[src/rtl/rom_arb_pkg.sv]
// Shared types and default constants for the Freeze ROM port arbiter.
// Imported by the round-robin picker and the arbiter top.
package rom_arb_pkg;

    typedef enum logic [1:0] {
        IDLE,
        BUSY,
        DONE
    } state_t;

    typedef enum logic [2:0] {
        G_NONE,
        G_WR,
        G_GFX,
        G_MCPU,
        G_SCPU
    } gnt_t;

    localparam int          DEF_AW        = 22;
    localparam logic [21:0] DEF_MCPU_BASE = 22'h000000;
    localparam logic [21:0] DEF_SCPU_BASE = 22'h008000;
    localparam logic [21:0] DEF_GFX_BASE  = 22'h010000;

    // Pick the byte lane a Z80 fetch wants out of a 16-bit ROM word.
    function automatic logic [7:0] byte_sel(input logic [15:0] word, input logic hi);
        return hi ? word[15:8] : word[7:0];
    endfunction

endpackage

[src/rtl/rom_arb_rr.sv]
// Two-way round-robin picker between the main and sound CPU fetch requests.
// The pointer remembers which CPU was served last; on a tie the other one wins.
module rom_arb_rr
    import rom_arb_pkg::*;
(
    input  logic clk_sys,
    input  logic reset,
    input  logic mreq_i,
    input  logic sreq_i,
    input  logic upd_i,
    input  logic upd_scpu_i,
    output logic gnt_m_o,
    output logic gnt_s_o
);

    // 1: sound CPU was granted last, so the main CPU is favoured
    logic last_s_q;
    logic last_s_d;

    always_comb begin
        gnt_m_o  = mreq_i && (!sreq_i || last_s_q);
        gnt_s_o  = sreq_i && (!mreq_i || !last_s_q);
        last_s_d = upd_i ? upd_scpu_i : last_s_q;
    end

    always_ff @(posedge clk_sys) begin
        if (reset) begin
            last_s_q <= 1'b1;
        end else begin
            last_s_q <= last_s_d;
        end
    end

endmodule

[src/rtl/rom_arbiter.sv]
// Shares the single 16-bit ROM port between download writes, the graphics
// fetcher and byte fetches from the main and sound Z80s, one transaction at a time.
module rom_arbiter
    import rom_arb_pkg::*;
#(
    parameter int            AW        = DEF_AW,
    parameter logic [AW-1:0] MCPU_BASE = DEF_MCPU_BASE,
    parameter logic [AW-1:0] SCPU_BASE = DEF_SCPU_BASE,
    parameter logic [AW-1:0] GFX_BASE  = DEF_GFX_BASE
) (
    input  logic          clk_sys,
    input  logic          reset,
    input  logic          ioctl_download,
    input  logic [26:0]   ioctl_addr,
    input  logic [15:0]   ioctl_dout,
    input  logic          ioctl_wr,
    input  logic          gfx_req,
    input  logic [13:0]   gfx_addr,
    output logic          gfx_ack,
    output logic [15:0]   gfx_data,
    input  logic          mcpu_req,
    input  logic [15:0]   mcpu_addr,
    output logic          mcpu_ack,
    output logic [7:0]    mcpu_data,
    input  logic          scpu_req,
    input  logic [15:0]   scpu_addr,
    output logic          scpu_ack,
    output logic [7:0]    scpu_data,
    output logic          mem_req,
    output logic          mem_we,
    output logic [AW-1:0] mem_addr,
    output logic [15:0]   mem_dout,
    input  logic          mem_rdy,
    input  logic [15:0]   mem_din,
    output logic          dl_overflow
);

    state_t        state_q;
    gnt_t          gnt_q;
    gnt_t          gnt_d;
    logic          wr_pend_q;
    logic [AW-1:0] wr_addr_q;
    logic [15:0]   wr_data_q;
    logic          dl_overflow_q;
    logic          mem_req_q;
    logic          mem_we_q;
    logic [AW-1:0] mem_addr_q;
    logic [AW-1:0] mem_addr_d;
    logic [15:0]   mem_dout_q;
    logic          byte_hi_q;
    logic          byte_hi_d;
    logic          gfx_ack_q;
    logic [15:0]   gfx_data_q;
    logic          mcpu_ack_q;
    logic [7:0]    mcpu_data_q;
    logic          scpu_ack_q;
    logic [7:0]    scpu_data_q;

    logic          rr_gnt_m;
    logic          rr_gnt_s;
    logic          rr_upd;
    logic          wr_done;

    logic [AW-1:0] gfx_waddr;
    logic [AW-1:0] mcpu_waddr;
    logic [AW-1:0] scpu_waddr;
    logic [AW-1:0] dl_waddr;
    logic          unused_ioctl_bits;

    assign gfx_waddr  = GFX_BASE  + AW'(gfx_addr);
    assign mcpu_waddr = MCPU_BASE + AW'(mcpu_addr[15:1]);
    assign scpu_waddr = SCPU_BASE + AW'(scpu_addr[15:1]);
    assign dl_waddr   = ioctl_addr[AW:1];
    assign unused_ioctl_bits = ^{ioctl_addr[26:AW+1], ioctl_addr[0]};

    assign wr_done = (state_q == DONE) && (gnt_q == G_WR);
    assign rr_upd  = (state_q == DONE) && ((gnt_q == G_MCPU) || (gnt_q == G_SCPU));

    rom_arb_rr u_rr (
        .clk_sys    (clk_sys),
        .reset      (reset),
        .mreq_i     (mcpu_req),
        .sreq_i     (scpu_req),
        .upd_i      (rr_upd),
        .upd_scpu_i (gnt_q == G_SCPU),
        .gnt_m_o    (rr_gnt_m),
        .gnt_s_o    (rr_gnt_s)
    );

    // Reads are held off entirely while a download is streaming in.
    always_comb begin
        gnt_d = G_NONE;
        if (wr_pend_q) begin
            gnt_d = G_WR;
        end else if (!ioctl_download) begin
            if (gfx_req)       gnt_d = G_GFX;
            else if (rr_gnt_m) gnt_d = G_MCPU;
            else if (rr_gnt_s) gnt_d = G_SCPU;
        end

        mem_addr_d = '0;
        byte_hi_d  = 1'b0;
        case (gnt_d)
            G_WR:   mem_addr_d = wr_addr_q;
            G_GFX:  mem_addr_d = gfx_waddr;
            G_MCPU: begin
                mem_addr_d = mcpu_waddr;
                byte_hi_d  = mcpu_addr[0];
            end
            G_SCPU: begin
                mem_addr_d = scpu_waddr;
                byte_hi_d  = scpu_addr[0];
            end
            default: ;
        endcase
    end

    always_ff @(posedge clk_sys) begin
        if (reset) begin
            state_q       <= IDLE;
            gnt_q         <= G_NONE;
            wr_pend_q     <= 1'b0;
            wr_addr_q     <= '0;
            wr_data_q     <= '0;
            dl_overflow_q <= 1'b0;
            mem_req_q     <= 1'b0;
            mem_we_q      <= 1'b0;
            mem_addr_q    <= '0;
            mem_dout_q    <= '0;
            byte_hi_q     <= 1'b0;
            gfx_ack_q     <= 1'b0;
            gfx_data_q    <= '0;
            mcpu_ack_q    <= 1'b0;
            mcpu_data_q   <= '0;
            scpu_ack_q    <= 1'b0;
            scpu_data_q   <= '0;
        end else begin
            gfx_ack_q  <= 1'b0;
            mcpu_ack_q <= 1'b0;
            scpu_ack_q <= 1'b0;

            // A write landing on the cycle the old one retires is still accepted.
            if (ioctl_wr) begin
                if (wr_pend_q && !wr_done) begin
                    dl_overflow_q <= 1'b1;
                end else begin
                    wr_pend_q <= 1'b1;
                    wr_addr_q <= dl_waddr;
                    wr_data_q <= ioctl_dout;
                end
            end else if (wr_done) begin
                wr_pend_q <= 1'b0;
            end

            case (state_q)
                IDLE: begin
                    if (gnt_d != G_NONE) begin
                        gnt_q      <= gnt_d;
                        mem_req_q  <= 1'b1;
                        mem_we_q   <= (gnt_d == G_WR);
                        mem_addr_q <= mem_addr_d;
                        mem_dout_q <= (gnt_d == G_WR) ? wr_data_q : 16'h0000;
                        byte_hi_q  <= byte_hi_d;
                        state_q    <= BUSY;
                    end
                end
                BUSY: begin
                    if (mem_rdy) begin
                        mem_req_q <= 1'b0;
                        state_q   <= DONE;
                        case (gnt_q)
                            G_GFX: begin
                                gfx_ack_q  <= 1'b1;
                                gfx_data_q <= mem_din;
                            end
                            G_MCPU: begin
                                mcpu_ack_q  <= 1'b1;
                                mcpu_data_q <= byte_sel(mem_din, byte_hi_q);
                            end
                            G_SCPU: begin
                                scpu_ack_q  <= 1'b1;
                                scpu_data_q <= byte_sel(mem_din, byte_hi_q);
                            end
                            default: ;
                        endcase
                    end
                end
                DONE: begin
                    gnt_q   <= G_NONE;
                    state_q <= IDLE;
                end
                default: state_q <= IDLE;
            endcase
        end
    end

    assign gfx_ack     = gfx_ack_q;
    assign gfx_data    = gfx_data_q;
    assign mcpu_ack    = mcpu_ack_q;
    assign mcpu_data   = mcpu_data_q;
    assign scpu_ack    = scpu_ack_q;
    assign scpu_data   = scpu_data_q;
    assign mem_req     = mem_req_q;
    assign mem_we      = mem_we_q;
    assign mem_addr    = mem_addr_q;
    assign mem_dout    = mem_dout_q;
    assign dl_overflow = dl_overflow_q;

endmodule

[config.mk]
export PLATFORM = sky130hd
export DESIGN_NAME = rom_arbiter
export DESIGN_NICKNAME = d
export VERILOG_FILES = /design/src/rtl/rom_arb_pkg.sv /design/src/rtl/rom_arb_rr.sv /design/src/rtl/rom_arbiter.sv
export SDC_FILE = /design/constraint.sdc
export NUM_CORES = 1
export LEC_CHECK = 0
export BUFFER_PORTS_ARGS = -buffer_cell sky130_fd_sc_hd__buf_2
export CAP_MARGIN = 15
export CELL_PAD_IN_SITES_DETAIL_PLACEMENT = 1
export CELL_PAD_IN_SITES_GLOBAL_PLACEMENT = 2
export CORE_ASPECT_RATIO = 0.5
export CORE_MARGIN = 10
export CORE_UTILIZATION = 27
export CTS_BUF_LIST = sky130_fd_sc_hd__clkbuf_16
export CTS_CLUSTER_DIAMETER = 150
export CTS_CLUSTER_SIZE = 8
export DETAILED_ROUTE_END_ITERATION = 10
export PLACE_DENSITY_LB_ADDON = 0.15
export SYNTH_ARGS = -nofsm -noshare
export SYNTH_HDL_FRONTEND = slang
export SYNTH_SLANG_ARGS = --single-unit
export TNS_END_PERCENT = 20
[constraint.sdc]
create_clock -name clk_sys -period 2.37 [get_ports clk_sys]
set_clock_uncertainty 0.2 [all_clocks]
set_input_delay 0.237 -clock clk_sys [delete_from_list [all_inputs] [get_ports clk_sys]]
set_output_delay 0.237 -clock clk_sys [all_outputs]
set_load 0.1 [all_outputs]
; ---- Word-level counts from Yosys, hierarchy flattened
; Cells that the tools add are included.
[totals]
output_inout_bits = 76
register_bits = 122
[classes]
bitwise = 3
n_reduce_logical = 28
n_mux = 23
add_sub_neg = 2
eq_ne = 13
[ops]
columns = operator, count
row1 = $pmux W22 S4, 1
row2 = $add A17 B14 Y18 const A, 1
row3 = $mux W3, 6
row4 = $add A16 B15 Y17 const A, 1
row5 = $mux W16, 1
row6 = $eq A3 B2 Y1 const B, 4
row7 = $reduce_and A2 Y1, 6
row8 = $reduce_and A3 Y1, 4
row9 = $mux W1, 8
row10 = $mux W8, 1
row11 = $eq A3 B1 Y1 const B, 2
row12 = $eq A3 B3 Y1 const B, 2
row13 = $ne A2 B2 Y1 const B, 3
row14 = $pmux W3 S2, 1
row15 = $reduce_bool A2 Y1, 3
row16 = $logic_and A1 B1 Y1, 5
row17 = $logic_not A1 Y1, 4
row18 = $mux W2, 2
row19 = $pmux W1 S2, 2
row20 = $pmux W2 S2, 1
row21 = $logic_or A1 B1 Y1, 3
row22 = $not A1 Y1, 3
row23 = $reduce_bool A3 Y1, 1
row24 = $reduce_or A3 Y1, 1
row25 = other kinds (3), 3

; ---- Longest topological paths before layout
; Gate-level depths: netlist of run 1.
[logic_depth]
word_depth = 11
depth_mapped = 7
mapped_depth_nobuf = 4

; ---- Modules after synthesis
; From an unflattened synthesis of run 1, not the netlist that was laid out.
[unflattened]
cells_unflattened = 522
area_unflattened_um2 = 4818.4
[by_module_without_submodules]
columns = module, cells_each, area_each_um2, seq_area_each_um2, n_inst
row1 = rom_arbiter, 515, 4759.6, 2422.3, 1
row2 = rom_arb_rr, 7, 58.8, 20.0, 1

; ---- Worst setup path before layout of run 1
; Ideal clock, no wire load.
[synth_path]
path_type = register to register
startpoint = register wr_pend_q
endpoint = register mem_addr_q[10] (netlist: mem_addr[10])
path_buffers = 3
t_arrival_ps = 1570
stages_incl_launch_ff = 8
setup_slack_ps = 456
t_required_ps = 2026
period_less_slack_ps = 1914
cell_sequence = dfxtp_1 buf_6 or4_4 and3_1 buf_6 buf_2 nor2_1 a311oi_2
[synth_via]
elab_chain_cells = 3
[synth_rtl]
columns = element, line_no
row1 = from (decl), rom_arbiter.sv:41  ; logic wr_pend_q;
row2 = from (signal assigned), rom_arbiter.sv:122  ; wr_pend_q <= 1'b0;
row3 = from (signal assigned), rom_arbiter.sv:147  ; wr_pend_q <= 1'b1;
row4 = from (signal assigned), rom_arbiter.sv:152  ; wr_pend_q <= 1'b0;
row5 = $mux W3 *, rom_arbiter.sv:93  ; if (wr_pend_q) begin
row6 = $eq A3 B3 Y1 (tied with other cells), rom_arbiter.sv:103  ; case (gnt_d)
row7 = $pmux W22 S4 / $reduce_and A2 Y1 (equally long branches), --
row8 = to (signal assigned), rom_arbiter.sv:161  ; mem_addr_q <= mem_addr_d;
row9 = to (decl), rom_arbiter.sv:47  ; logic [AW-1:0] mem_addr_q;
; Every way passes the cells marked *; elsewhere a longest branch is shown, timed or not.
; A chain may end at the register's enable or synchronous reset.

; ---- Worst setup path after layout of run 1
[layout_path]
startpoint = register wr_pend_q
endpoint = register mem_addr_q[2] (netlist: mem_addr[2])
; The elaborated chain is that of the path after synthesis.

==> reports/results.ini, run 1 <==
[critical_path]
slowest_stage=and3_1
slowest_delay_ns=0.59
cp_top_family=simple AND/OR/NAND/NOR gates
crit_chain=nor3_1 -> and3_1 -> a222oi_1 -> a311oi_2
arrival_ns=2.23
critPathLaunch=wr_pend_q$_SDFFE_PP0P_
required_ns=2.49
crit_path_max_fanout=15
ff2ff_setup_slack_ns=0.27
r2r_end=mem_addr[2]$_SDFFE_PP0P_
r2r.worst_path.cells=4
crit_buf_inv=0
start_kind=flip-flop
worstSetupPathType=flip-flop to flip-flop
critPathCaptureType=flip-flop
reg2reg_from=wr_pend_q$_SDFFE_PP0P_

[global_routing]
antenna_found_initial=0
grt_pass1_wl_um=28700
grt_start_max_net_pins=65
first_global_vias=5143
grt_use_total_pct=15.2
overflow=0

[power_and_ir_drop]
swShare_pct=28.8
power_density_mw_per_mm2=808
p_leak_nw=3.09
p_comb_share_pct=17.7
ir_drop_v=0.000534
switchingPower_mw=1.70
internal_power_mw=4.21
pwr-share-seq_pct=37.7
p_clk_share_pct=44.5

[finish]
multi_input_area_mm2=0.00216
nets=918
seq_area_mm2=0.00244
final_cell_mix=182 x buf_2, 146 x nand2_1, 121 x dfxtp_1, 83 x a21oi_1, 73 x dlygate4sd3_1
fin_cells=1052
drive_gt1_share_pct=30.7
fill_cells=2096
layout_commonest_cell=buf_2
syn_to_final_growth_pct=51.1
insertedDiodeCount=0

[clocking]
clkLatencyLatePin_ns=0.41
cts.clk_slew.worst_paths_ns=0.05
clock-sinks=122
cts_inserted_buffers=17
h-tree-depth=4
cts-root-buf=clkbuf_16
cts.repair.resized=0
cts_tree=done
cts_buffer_depth=2
postCtsSetupBuffers=0

[hold_path]
whs_path_depth=3
hp-start=mcpu_addr[15]
hold_end=mem_addr[14]$_SDFFE_PP0P_
min_path_type=input port to flip-flop

[timing]
period_minus_slack_ns=2.10
fin_setup_tns_ns=0
min_period_over_period_pct=88.7
hold_viol=0
finalSetupViolCount=0
setup_ws_ns=0.269
worst_slew_pin_slew_ns=0.684
slew_headroom_pct=54.4
fmaxAchievable_ghz=0.476
rsz0062_at_grt=false
slew_viol_final=0

[detailed_routing]
drc=0
drt_pass1_iterations=7
ant_nets=0
drtIter0Drc=238
vias_per_cell=4.66
wl_per_cell_um=17.6
routed_wl_um=18500
num_vias=4903

[floorplanning]
rows=34
fp.dieH_um=115
die_w_um=209
design.core.area_mm2=0.0175
start_util_pct=27.7
ioPinCount=189
dieArea_mm2=0.0240

[place]
io_buffers=183
gp_congestion=0.781
dp_cells=947
dp_hpwl_um=12800
dpl_worst_slack_ns=0.281

[logic_synthesis]
ys.warnings.count=0
ys_ff_latch=122
synthFlopType=dfxtp_1
async_reset_ff_share_pct=0
syn_inst=562
netlist_area_mm2=0.00484
synth_cell_types=43
syn-num-nets=675
synth-edff-count=0
synth_area_per_cell_um2=8.61
yosysSeqAreaShare_pct=50.5

[status]
status=finished clean

[job]
max_cap_violations=0

-- worst reg2reg max path, cell delays in order (launching register included) --
cell and delay (ns):
dfxtp_2 0.36, nor3_1 0.28, and3_1 0.59, a222oi_1 0.28
a311oi_2 0.30
-- per-stage QoR --
stage	instance area (um^2)	utilization, %	hold WS (ns)	total power [mW]
floorplan	4840	-	0.154	2.95
global placement	5990	34.2	0.238	3.22
detailed placement	5990	34.2	0.245	3.23
CTS	7310	41.8	0.000295	6.00
global route	7310	41.8	0.0257	6.17
finish	7310	41.8	0.0209	5.91
-- registers in the layout, indices dropped and copies added, names as in the netlist, 2 cells and up --
signal and flops:
mem_addr 22, wr_addr_q 22, gfx_data 16, mem_dout 16, wr_data_q 16, mcpu_data 8
scpu_data 8, gnt_q 3, state_q 2
-- final cells by class --
class | instances | share of cell area (%)
multi-input cells | 390 | 29.6
clock buffers | 17 | 5.82
inverters | 1 | 0.0514
flip-flops and latches | 122 | 33.4
repair buffers | 273 | 24.8
well taps | 234 | 4.01
clock inverters | 15 | 2.29
-- power groups by stage --
stage          combinational [mW]  sequential (mW)  clock, mW
6_report                     1.05             2.23       2.63
5_1_grt                      1.12             2.24       2.81
2_1_floorplan               0.362             2.59          0
3_5_place_dp                0.961             2.27          0
4_1_cts                      1.06             2.23       2.72
3_3_place_gp                0.953             2.27          0
-- kinds of logic (layout without fill, tap and decap cells) --
logic type,count (synthesis),after routing,synth area share (%)
AOI/OAI and AO/OA,147,147,21.6
buffers and inverters,50,306,5.07
DFF,122,122,50.5
muxes,8,8,1.66
and+or+nand+nor,235,235,21.2
-- what timing repair did --
| item | 4_1_cts | 5_1_grt |
|---|---|---|
| hold buffers | 73 | 0 |
| setup endpoints to repair | 0 | 0 |
| endpoints found under the hold margin | 75 | 0 |
-- cell usage after synthesis (2+ instances only) --
| cell | n | share of area, % |
|---|---|---|
| and3_1 | 3 | 0.39 |
| nor3b_1 | 2 | 0.31 |
| dfxtp_1 | 122 | 50 |
| a22o_1 | 3 | 0.54 |
| nand2b_1 | 2 | 0.26 |
| a222oi_1 | 15 | 3.1 |
| mux2i_1 | 8 | 1.7 |
| a311oi_2 | 14 | 4.3 |
| a21oi_1 | 84 | 8.7 |
| nor3_1 | 4 | 0.41 |
| clkbuf_1 | 26 | 2.0 |
| nor2b_1 | 3 | 0.39 |
| a211oi_1 | 18 | 2.8 |
| buf_6 | 4 | 0.93 |
| nand3_1 | 22 | 2.3 |
| buf_2 | 15 | 1.6 |
| nand2_1 | 146 | 11 |
| o21ai_0 | 2 | 0.21 |
| buf_4 | 2 | 0.31 |
| nor2_1 | 43 | 3.3 |
| a2111oi_0 | 2 | 0.36 |
-- worst max path at each step --
| stage | end | slack, ns | cells past startpoint |
|---|---|---|---|
| global placement | mem_addr[2]$_SDFFE_PP0P_ | 0.36 | 5 |
| floorplan | mem_addr[10]$_SDFFE_PP0P_ | 0.46 | 7 |
| global route | mem_addr[2]$_SDFFE_PP0P_ | 0.14 | 4 |
| detailed placement | mem_addr[2]$_SDFFE_PP0P_ | 0.28 | 4 |
| CTS | mem_addr[2]$_SDFFE_PP0P_ | 0.27 | 4 |
| finish | mem_addr[2]$_SDFFE_PP0P_ | 0.27 | 4 |
-- per-layer routing --
layer	vias up	global-route usage, %	part of all wire (%)	wire (um)
met5	-	0	0	0
met4	0	4.91	0.89	164
met3	12	4.17	4.5	840
met2	100	25.8	48	8890
met1	2340	18.3	47	8610
li1	2451	-	-	-
(Power assumes the default switching activity.)
==> inputs of run 2 (changes only) <==
--- a/config.mk
+++ b/config.mk
@@ -6,17 +6,18 @@
 export NUM_CORES = 1
 export LEC_CHECK = 0
 export BUFFER_PORTS_ARGS = -buffer_cell sky130_fd_sc_hd__buf_2
-export CAP_MARGIN = 15
+export CAP_MARGIN = 20
 export CELL_PAD_IN_SITES_DETAIL_PLACEMENT = 1
 export CELL_PAD_IN_SITES_GLOBAL_PLACEMENT = 2
 export CORE_ASPECT_RATIO = 0.5
 export CORE_MARGIN = 10
 export CORE_UTILIZATION = 27
 export CTS_BUF_LIST = sky130_fd_sc_hd__clkbuf_16
-export CTS_CLUSTER_DIAMETER = 150
+export CTS_CLUSTER_DIAMETER = 80
 export CTS_CLUSTER_SIZE = 8
 export DETAILED_ROUTE_END_ITERATION = 10
 export PLACE_DENSITY_LB_ADDON = 0.15
+export RECOVER_POWER = 50
 export SYNTH_ARGS = -nofsm -noshare
 export SYNTH_HDL_FRONTEND = slang
 export SYNTH_SLANG_ARGS = --single-unit
==> run 2 against run 1 <==
  * Hold slack lost 0.0017 ns
  * Total power shrank 0.22%
  * Flip-flop and latch count is the same
  * Critical path depth is the same
  * Sequential power is essentially flat
  * Register-to-register slack is essentially flat
  * Sequential share of layout area grew 0.51 points
  * Final cell count is the same
  * Clock power is essentially flat
  * Worst setup slack gained 0.0085 ns
  * Largest power group unchanged
==> reports/results.ini, run 2 (synthesis results as in run 1) <==
[status]
status=finished clean

[clocking]
cts_inserted_buffers=17
cts_buffer_depth=2
h-tree-depth=4
cts.clk_slew.worst_paths_ns=0.05
clkLatencyLatePin_ns=0.41
cts-root-buf=clkbuf_16
clock-sinks=122
postCtsSetupBuffers=0
cts_tree=done

[finish]
insertedDiodeCount=0
drive_gt1_share_pct=22.0
final_cell_mix=146 x nand2_1, 121 x dfxtp_1, 106 x buf_2, 83 x a21oi_1, 73 x dlygate4sd3_1
fin_cells=1052
syn_to_final_growth_pct=48.8
layout_commonest_cell=nand2_1
nets=918

[critical_path]
arrival_ns=2.22
r2r_end=mem_addr[2]$_SDFFE_PP0P_
slowest_stage=and3_1
r2r.worst_path.cells=4
crit_path_max_fanout=15
ff2ff_setup_slack_ns=0.28
critPathCaptureType=flip-flop
crit_buf_inv=0
worstSetupPathType=flip-flop to flip-flop
slowest_delay_ns=0.59
cp_top_family=simple AND/OR/NAND/NOR gates
required_ns=2.50
crit_chain=nor3_1 -> and3_1 -> a222oi_1 -> a311oi_2
start_kind=flip-flop
reg2reg_from=wr_pend_q$_SDFFE_PP0P_

[detailed_routing]
vias_per_cell=4.67
drtIter0Drc=230
ant_nets=0
routed_wl_um=18500
drt_pass1_iterations=6
wl_per_cell_um=17.6
num_vias=4908
drc=0

[place]
dp_hpwl_um=12800
gp_congestion=0.781
dp_cells=947
io_buffers=183

[floorplanning]
die_w_um=209
rows=34
design.core.area_mm2=0.0175
ioPinCount=189
start_util_pct=27.7
fp.dieH_um=115
dieArea_mm2=0.0240

[hold_path]
hold_end=mem_addr[14]$_SDFFE_PP0P_
whs_path_depth=3
min_path_type=input port to flip-flop
hp-start=mcpu_addr[15]

[global_routing]
first_global_vias=5143
grt_pass1_wl_um=28700
antenna_found_initial=0
grt_start_max_net_pins=65
grt_use_total_pct=15.2
overflow=0

[timing]
slew_viol_final=0
min_period_over_period_pct=88.3
slew_headroom_pct=17.4
period_minus_slack_ns=2.09
hold_viol=0
worst_slew_pin_slew_ns=1.24
fin_setup_tns_ns=0
rsz0062_at_grt=false
finalSetupViolCount=0
fmaxAchievable_ghz=0.478

[power_and_ir_drop]
power_density_mw_per_mm2=819
ir_drop_v=0.000536
p_leak_nw=2.77

[job]
max_cap_violations=0

run 2: changes by cell type in the layout (fill, tap and decap cells not counted):
cell / change
nor3b_1: +1
o21ba_1: +1
or4_4: -1
clkbuf_2: +10
nand4b_4: -1
nor3b_2: -1
buf_2: -76
nand4b_1: +1
o21ba_2: -1
or4_1: +1
buf_4: -1
clkbuf_1: +67
run 2: per-layer routing:
metal | routed length, um | up-vias | GRT usage [%] | share of wire [%]
met5 | 0 | - | 0 | 0
met4 | 188 | 0 | 4.91 | 1.0
met3 | 875 | 14 | 4.17 | 4.7
met2 | 8870 | 103 | 25.8 | 48
met1 | 8560 | 2341 | 18.3 | 46
li1 | - | 2450 | - | -
run 2: through the flow:
step           utilization (%)  cell area, um^2  setup slack (ns)  power [mW]  hold slack, ns
6_report                  41.2             7200             0.277        5.89          0.0192
5_1_grt                   41.2             7200             0.139        6.15          0.0257
4_1_cts                   41.8             7310             0.266        6.00        0.000295
3_5_place_dp              34.2             5990             0.281        3.23           0.245
3_3_place_gp              34.2             5990             0.362        3.22           0.238
2_1_floorplan                -             4840             0.456        2.95           0.154
run 2: layout make-up:
cell class | count | area [um^2]
fillers | 2127 | 10300
flip-flops and latches | 122 | 2440
multi-input cells | 390 | 2140
repair buffers | 273 | 1730
clock buffers | 17 | 425
well taps | 234 | 293
clock inverters | 15 | 168
inverters | 1 | 3.75
run 2: worst register-to-register path, stage by stage (launching register included):
cell	delay [ns]
dfxtp_2	0.36
nor3_1	0.28
and3_1	0.59
a222oi_1	0.27
a311oi_2	0.30
run 2: what timing repair did:
item | CTS | global route
hold buffers | 73 | 0
endpoints found under the hold margin | 75 | 0
resized for setup | 0 | 0
run 2: worst max-delay path by stage:
| stage | start | end | slack [ns] | cells past startpoint |
|---|---|---|---|---|
| floorplan | wr_pend_q$_SDFFE_PP0P_ | mem_addr[10]$_SDFFE_PP0P_ | 0.46 | 7 |
| global placement | ioctl_download | mem_addr[2]$_SDFFE_PP0P_ | 0.36 | 5 |
| detailed placement | wr_pend_q$_SDFFE_PP0P_ | mem_addr[2]$_SDFFE_PP0P_ | 0.28 | 4 |
| CTS | wr_pend_q$_SDFFE_PP0P_ | mem_addr[2]$_SDFFE_PP0P_ | 0.27 | 4 |
| global route | wr_pend_q$_SDFFE_PP0P_ | mem_addr[2]$_SDFFE_PP0P_ | 0.14 | 4 |
| finish | wr_pend_q$_SDFFE_PP0P_ | mem_addr[2]$_SDFFE_PP0P_ | 0.28 | 4 |
run 2: report_power, final:
| group | total (mW) | switching [mW] | internal (mW) |
|---|---|---|---|
| Combinational | 1.03 | 0.716 | 0.317 |
| Sequential | 2.23 | 0.0766 | 2.15 |
| Clock | 2.63 | 0.910 | 1.72 |
| Total | 5.89 | 1.70 | 4.19 |
